<file path="src/rtl/udi_ext_bridge.sv">
// Purpose: buffers committed UDI command words, issues them one at a time to an external peripheral, holds the single response for the UDI.
// Latency: push -> ext_req_valid 2 cycles; response handshake -> rsp_valid 1 cycle; next request 2 cycles after a handshake at the earliest.
// Backpressure: cmd_full stalls the UDI push (pushes while full are dropped, cmd_overflow is sticky); an unread result holds ext_rsp_ready low.
// Optional feature: define UDI_EXT_BRIDGE_TIMEOUT_EN to add the response watchdog and the rsp_err output.
module udi_ext_bridge #(
    parameter int DEPTH       = 4,
    parameter int DATA_W      = 32,
    parameter int TAG_W       = 5,
    parameter int TIMEOUT_CYC = 255
) (
    input  logic                       UDI_gclk,
    input  logic                       UDI_greset_n,
    input  logic                       cmd_valid,
    input  logic [DATA_W-1:0]          cmd_data,
    input  logic [TAG_W-1:0]           cmd_tag,
    input  logic                       cmd_flush,
    output logic                       cmd_full,
    output logic                       cmd_overflow,
    output logic [$clog2(DEPTH):0]     fifo_count,
    output logic                       ext_req_valid,
    output logic [DATA_W-1:0]          ext_req_data,
    output logic [TAG_W-1:0]           ext_req_tag,
    input  logic                       ext_req_ready,
    input  logic                       ext_rsp_valid,
    input  logic [DATA_W-1:0]          ext_rsp_data,
    output logic                       ext_rsp_ready,
    output logic                       rsp_valid,
    output logic [DATA_W-1:0]          rsp_data,
    output logic [TAG_W-1:0]           rsp_tag,
    input  logic                       rsp_pop,
    output logic                       busy
`ifdef UDI_EXT_BRIDGE_TIMEOUT_EN
    ,
    output logic                       rsp_err
`endif
);

    localparam int AW = $clog2(DEPTH);
    localparam logic [AW:0] FULL_CNT = (AW+1)'(DEPTH);

    typedef enum logic [1:0] {
        IDLE     = 2'd0,
        ISSUE    = 2'd1,
        WAIT_RSP = 2'd2
    } state_t;

    state_t state, state_nxt;

    logic [DATA_W-1:0] mem_data [DEPTH];
    logic [TAG_W-1:0]  mem_tag  [DEPTH];
    logic [AW-1:0]     wr_ptr;
    logic [AW-1:0]     rd_ptr;
    logic [AW:0]       count;

    logic push;
    logic pop;
    logic rsp_fire;
    logic timeout_fire;

    // A push while full is dropped even if the head leaves this cycle; flush beats any push.
    assign push     = cmd_valid && !cmd_full && !cmd_flush;
    // The head moves into the request registers on the IDLE -> ISSUE edge.
    assign pop      = (state == IDLE) && (count != '0);
    assign rsp_fire = ext_rsp_valid && ext_rsp_ready;

    assign cmd_full      = (count == FULL_CNT);
    assign fifo_count    = count;
    assign ext_req_valid = (state == ISSUE);
    assign ext_rsp_ready = (state == WAIT_RSP) && !rsp_valid;
    assign busy          = (state != IDLE) || (count != '0);

    // Command storage: written on accepted pushes only, no reset needed.
    always_ff @(posedge UDI_gclk) begin
        if (push) begin
            mem_data[wr_ptr] <= cmd_data;
            mem_tag[wr_ptr]  <= cmd_tag;
        end
    end

    // FIFO pointers and occupancy; flush empties the queue but leaves the in-flight request alone.
    always_ff @(posedge UDI_gclk or negedge UDI_greset_n) begin
        if (!UDI_greset_n) begin
            wr_ptr <= '0;
            rd_ptr <= '0;
            count  <= '0;
        end else if (cmd_flush) begin
            wr_ptr <= '0;
            rd_ptr <= '0;
            count  <= '0;
        end else begin
            if (push) wr_ptr <= wr_ptr + 1'b1;
            if (pop)  rd_ptr <= rd_ptr + 1'b1;
            if (push && !pop) begin
                count <= count + 1'b1;
            end else if (pop && !push) begin
                count <= count - 1'b1;
            end
        end
    end

    // Sticky record of a dropped push, cleared only by flush or reset.
    always_ff @(posedge UDI_gclk or negedge UDI_greset_n) begin
        if (!UDI_greset_n) begin
            cmd_overflow <= 1'b0;
        end else if (cmd_flush) begin
            cmd_overflow <= 1'b0;
        end else if (cmd_valid && cmd_full) begin
            cmd_overflow <= 1'b1;
        end
    end

    // State register.
    always_ff @(posedge UDI_gclk or negedge UDI_greset_n) begin
        if (!UDI_greset_n) begin
            state <= IDLE;
        end else begin
            state <= state_nxt;
        end
    end

    // Next-state: one request outstanding at a time, back to IDLE once a result is captured.
    always_comb begin
        state_nxt = state;
        case (state)
            IDLE:     if (count != '0) state_nxt = ISSUE;
            ISSUE:    if (ext_req_ready) state_nxt = WAIT_RSP;
            WAIT_RSP: if (rsp_fire || timeout_fire) state_nxt = IDLE;
            default:  state_nxt = IDLE;
        endcase
    end

    // Request registers: loaded from the FIFO head and held stable through ISSUE and WAIT_RSP.
    always_ff @(posedge UDI_gclk or negedge UDI_greset_n) begin
        if (!UDI_greset_n) begin
            ext_req_data <= '0;
            ext_req_tag  <= '0;
        end else if (pop) begin
            ext_req_data <= mem_data[rd_ptr];
            ext_req_tag  <= mem_tag[rd_ptr];
        end
    end

`ifdef UDI_EXT_BRIDGE_TIMEOUT_EN
    logic [7:0] wd_cnt;

    // Watchdog: zero outside WAIT_RSP, counts silent WAIT_RSP cycles, saturates at its maximum.
    always_ff @(posedge UDI_gclk or negedge UDI_greset_n) begin
        if (!UDI_greset_n) begin
            wd_cnt <= '0;
        end else if (state != WAIT_RSP) begin
            wd_cnt <= '0;
        end else if (!ext_rsp_valid && (wd_cnt != 8'hFF)) begin
            wd_cnt <= wd_cnt + 8'd1;
        end
    end

    // Fires on the silent cycle whose increment brings the count to the limit, if the result slot is free.
    assign timeout_fire = (state == WAIT_RSP) && !ext_rsp_valid && !rsp_valid &&
                          ((int'(wd_cnt) + 1) >= TIMEOUT_CYC);

    // Error flag travels with the timeout result and is consumed by the same pop.
    always_ff @(posedge UDI_gclk or negedge UDI_greset_n) begin
        if (!UDI_greset_n) begin
            rsp_err <= 1'b0;
        end else if (rsp_fire) begin
            rsp_err <= 1'b0;
        end else if (timeout_fire) begin
            rsp_err <= 1'b1;
        end else if (rsp_pop) begin
            rsp_err <= 1'b0;
        end
    end
`else
    // Watchdog absent: WAIT_RSP waits for the peripheral indefinitely (TIMEOUT_CYC is never negative).
    assign timeout_fire = (TIMEOUT_CYC < 0);
`endif

    // Result register: captures a response (or timeout marker) with the originating tag; pop frees it.
    always_ff @(posedge UDI_gclk or negedge UDI_greset_n) begin
        if (!UDI_greset_n) begin
            rsp_valid <= 1'b0;
            rsp_data  <= '0;
            rsp_tag   <= '0;
        end else if (rsp_fire) begin
            rsp_valid <= 1'b1;
            rsp_data  <= ext_rsp_data;
            rsp_tag   <= ext_req_tag;
        end else if (timeout_fire) begin
            rsp_valid <= 1'b1;
            rsp_data  <= DATA_W'(32'hDEAD_BEEF);
            rsp_tag   <= ext_req_tag;
        end else if (rsp_pop) begin
            rsp_valid <= 1'b0;
        end
    end

endmodule
</file>
<file path="config.mk">
export PLATFORM = sky130hd
export DESIGN_NAME = udi_ext_bridge
export DESIGN_NICKNAME = d
export VERILOG_FILES = /design/src/rtl/udi_ext_bridge.sv
export SDC_FILE = /design/constraint.sdc
export NUM_CORES = 1
export LEC_CHECK = 0
export ABC_AREA = 1
export CORE_MARGIN = 1
export CORE_UTILIZATION = 34
export DETAILED_ROUTE_END_ITERATION = 10
export PLACE_DENSITY = 0.61
export SETUP_SLACK_MARGIN = 0.4
export SLEW_MARGIN = 20
export SYNTH_ARGS = -nofsm -noshare
export SYNTH_HDL_FRONTEND = slang
export SYNTH_SLANG_ARGS = --single-unit
</file>
<file path="constraint.sdc">
create_clock -name UDI_gclk -period 2.9 [get_ports UDI_gclk]
set_clock_uncertainty 0.05 [all_clocks]
set_input_delay 0.29 -clock UDI_gclk [delete_from_list [all_inputs] [get_ports UDI_gclk]]
set_output_delay 0.29 -clock UDI_gclk [all_outputs]
set_load 0.03 [all_outputs]
</file>
==> results_dict.tcl <==
set metrics [dict create \
    gr-usage-all-layers 0.152 \
    fin_nets 928 \
    crit_arrival_ps 2000 \
    fin_cells 1201 \
    power_per_cell_area_nw_per_um2 1060 \
    drt-vias-per-instance 4.75 \
    end_kind "primary output" \
    post_route_minimum_period_ps 2340 \
    yosysSeqAreaShare 0.730 \
    worst_pin_slew_ps 817 \
    die_area_um2 27100 \
    worstSkewPairLatency_ps 520 \
    total_core_area_um2 26000 \
    grt_start_max_net_pins 76 \
    drc 0 \
    clock_sink_count 233 \
    drive_above_1_share 0.117 \
    finalHoldViolCount 0 \
    clock_path_buffers 3 \
    layout_worst_path_cycle_share 0.808 \
    grt_pass1_wl_mm 31.7 \
    max_cap_violations 0 \
    worstPathMaxFanout 4 \
    slew_headroom 0.454 \
    vias_in_the_first_global_route 5737 \
    critPathKind "flop to primary output" \
    drc_marker_count_from_the_first_detailed_route_iteration 415 \
    pwr-share-comb 0.376 \
    buffer_ports.inserted 158 \
    synth.cell_area_um2 9000 \
    x_dimension_of_the_die_um 165 \
    area_delta_synth_final_pct 30.9 \
    synth_cell_type_count 26 \
    hpwlAfterDp_mm 12.8 \
    ctsRootBufferMaster "sky130_fd_sc_hd__clkbuf_16" \
    detailroute.via_count 5705 \
    final-max-slew-violation-count 0 \
    final_common_cell "sky130_fd_sc_hd__nor2_1" \
    floorplan.initialDensity 0.346 \
    route.detailed.wl_per_inst_um 17.1 \
    power.ir.vdd_worst_uv 632 \
    num_antenna_cells 0 \
    power.internal_w 0.00803 \
    antenna_found_initial 0 \
    worst-endpoint-required_ps 2560 \
    setup_repair_after_global_routing_missed_its_margin "false" \
    min-delay-path-class "input pin to async pin" \
    synth_nets 764 \
    outcome "finished, final reports clean" \
    fmaxAchievable_ghz 0.427 \
    dp_cells 1154 \
    postCtsSetupBuffers 0 \
    p_leak_nw 4.46 \
    final_std_cell_area_no_fill_um2 11800 \
    tritoncts.num_buffers 25 \
    post_dp_cell_area_um2 10900 \
    mostFrequentLayoutCells "sky130_fd_sc_hd__nor2_1 (176), sky130_fd_sc_hd__clkdlybuf4s50_1 (157), sky130_fd_sc_hd__edfxtp_1 (148)" \
    pwr-share-seq 0.370 \
    ctsHtreeMaxLevel 1 \
    clock_group_share_of_total_power 0.254 \
    ios 159 \
    floorplan.die.height_um 165 \
    synth.avg_cell_area_um2 13.2 \
    cts_tree "done" \
    cts.clk_slew.worst_paths_ps 60 \
    routabilityCongestion 0.712 \
    net_switching_power_figure_w 0.00442 \
    totalNegativeSetupSlack_ps 0 \
    drt_first_pass_iters 4 \
    postRouteAntennaNets 0 \
    power.share.switching 0.355 \
    syn_inst 683 \
    start_kind "flop" \
    row_count 59 \
    postSynthRegisterBits 233 \
    setup_viol 0 \
    routed_wirelength_mm 20.5 \
    overflow 0 \
    synth.yosys.warnings 0 \
]
-- sequential cells by signal, summed over array words and instances (netlist names) --
register / flops
rd_ptr: 2
rsp_valid: 1
mem_tag: 20
ext_req_tag: 5
mem_data: 128
fifo_count: 3
ext_req_data: 32
wr_ptr: 2
state: 2
rsp_data: 32
cmd_overflow: 1
rsp_tag: 5
-- worst max-delay path, cell delays in order, from the launching register on --
cell                              delay [ps]
sky130_fd_sc_hd__dfrtp_1                 430
sky130_fd_sc_hd__nor2_4                  160
sky130_fd_sc_hd__nand2_1                 100
sky130_fd_sc_hd__inv_1                   100
sky130_fd_sc_hd__clkdlybuf4s50_1         710
-- layout make-up --
class / instances / area [µm²]
multi-input cells: 391 / 2150
clock buffers: 30 / 664
fillers: 2357 / 14200
flip-flops and latches: 233 / 6570
well taps: 335 / 419
clock inverters: 16 / 159
inverters: 23 / 86.3
repair buffers: 173 / 1720
-- synth_stat cells --
cell	number	share of area
sky130_fd_sc_hd__nand2_2	1	0.00070
sky130_fd_sc_hd__o22ai_1	5	0.0035
sky130_fd_sc_hd__o31ai_1	1	0.00083
sky130_fd_sc_hd__o21ai_0	85	0.047
sky130_fd_sc_hd__o21a_1	1	0.00083
sky130_fd_sc_hd__clkbuf_1	12	0.0050
sky130_fd_sc_hd__nor2_1	180	0.075
sky130_fd_sc_hd__inv_1	20	0.0083
sky130_fd_sc_hd__dfrtp_1	85	0.24
sky130_fd_sc_hd__nand2_1	29	0.012
sky130_fd_sc_hd__nor2_4	2	0.0025
sky130_fd_sc_hd__buf_2	16	0.0089
sky130_fd_sc_hd__nand2_4	1	0.0013
sky130_fd_sc_hd__a31oi_1	32	0.022
sky130_fd_sc_hd__edfxtp_1	148	0.49
sky130_fd_sc_hd__a21oi_1	3	0.0017
sky130_fd_sc_hd__o21bai_1	1	0.00083
sky130_fd_sc_hd__xnor2_1	1	0.00097
sky130_fd_sc_hd__ha_1	4	0.0056
sky130_fd_sc_hd__fa_1	1	0.0022
sky130_fd_sc_hd__buf_6	8	0.010
sky130_fd_sc_hd__inv_2	3	0.0013
sky130_fd_sc_hd__o21ai_1	5	0.0028
sky130_fd_sc_hd__mux2_2	4	0.0050
sky130_fd_sc_hd__nand3_1	7	0.0039
sky130_fd_sc_hd__mux2_4	28	0.047
-- power groups by stage --
stage | Sequential (W) | Combinational (W) | Clock [W]
6_report | 0.00460 | 0.00469 | 0.00316
4_1_cts | 0.00462 | 0.00475 | 0.00324
2_1_floorplan | 0.00566 | 0.00197 | 0
5_1_grt | 0.00469 | 0.00508 | 0.00336
3_5_place_dp | 0.00467 | 0.00473 | 0
3_3_place_gp | 0.00466 | 0.00468 | 0
-- through the flow --
step,power (W),setup slack (ps),hold WS (ps),utilization
2_1_floorplan,0.00763,-101,-55.6,-
3_3_place_gp,0.00934,704,293,0.421
5_1_grt,0.0131,423,300,0.453
4_1_cts,0.0126,506,290,0.453
6_report,0.0125,557,292,0.453
3_5_place_dp,0.00940,692,303,0.421
-- per-layer routing --
metal | vias up | wire length, µm | track usage
li1 | 2722 | - | -
met1 | 2768 | 9310 | 0.204
met2 | 186 | 9460 | 0.253
met3 | 29 | 1430 | 0.0321
met4 | 0 | 330 | 0.0329
met5 | - | 0 | 0
-- final timing paths --
kind / start / to / slack (ps) / depth (start not counted)
min in group UDI_gclk: rsp_pop / rsp_valid / 320 / 2
hold / removal: UDI_greset_n / rsp_data[21] / 290 / 2
max in group asynchronous: UDI_greset_n / rsp_data[9] / 1820 / 3
setup / recovery: fifo_count[1] / cmd_full / 560 / 4
hold reg to reg: rsp_tag[0] / rsp_tag[0] / 430 / 2
setup reg to reg: state[1] / fifo_count[2] / 650 / 10
-- kinds of logic (layout without fill, tap and decap cells) --
family	count (synthesis)	after routing	synth area share
DFF	233	233	0.730
and+or+nand+nor	220	220	0.0955
AOI/OAI and AO/OA	133	133	0.0800
buffers and inverters	59	242	0.0335
muxes	32	32	0.0517
adders and majority gates	5	5	0.00779
xor gates and xnor gates	1	1	0.000974
-- repair_timing --
action / in CTS / in global routing
hold buffers: 1 / 0
setup endpoints to repair: 0 / 0
endpoints found under the hold margin: 40 / 0
gates resized for setup: 0 / 0
(Power assumes the default switching activity.)
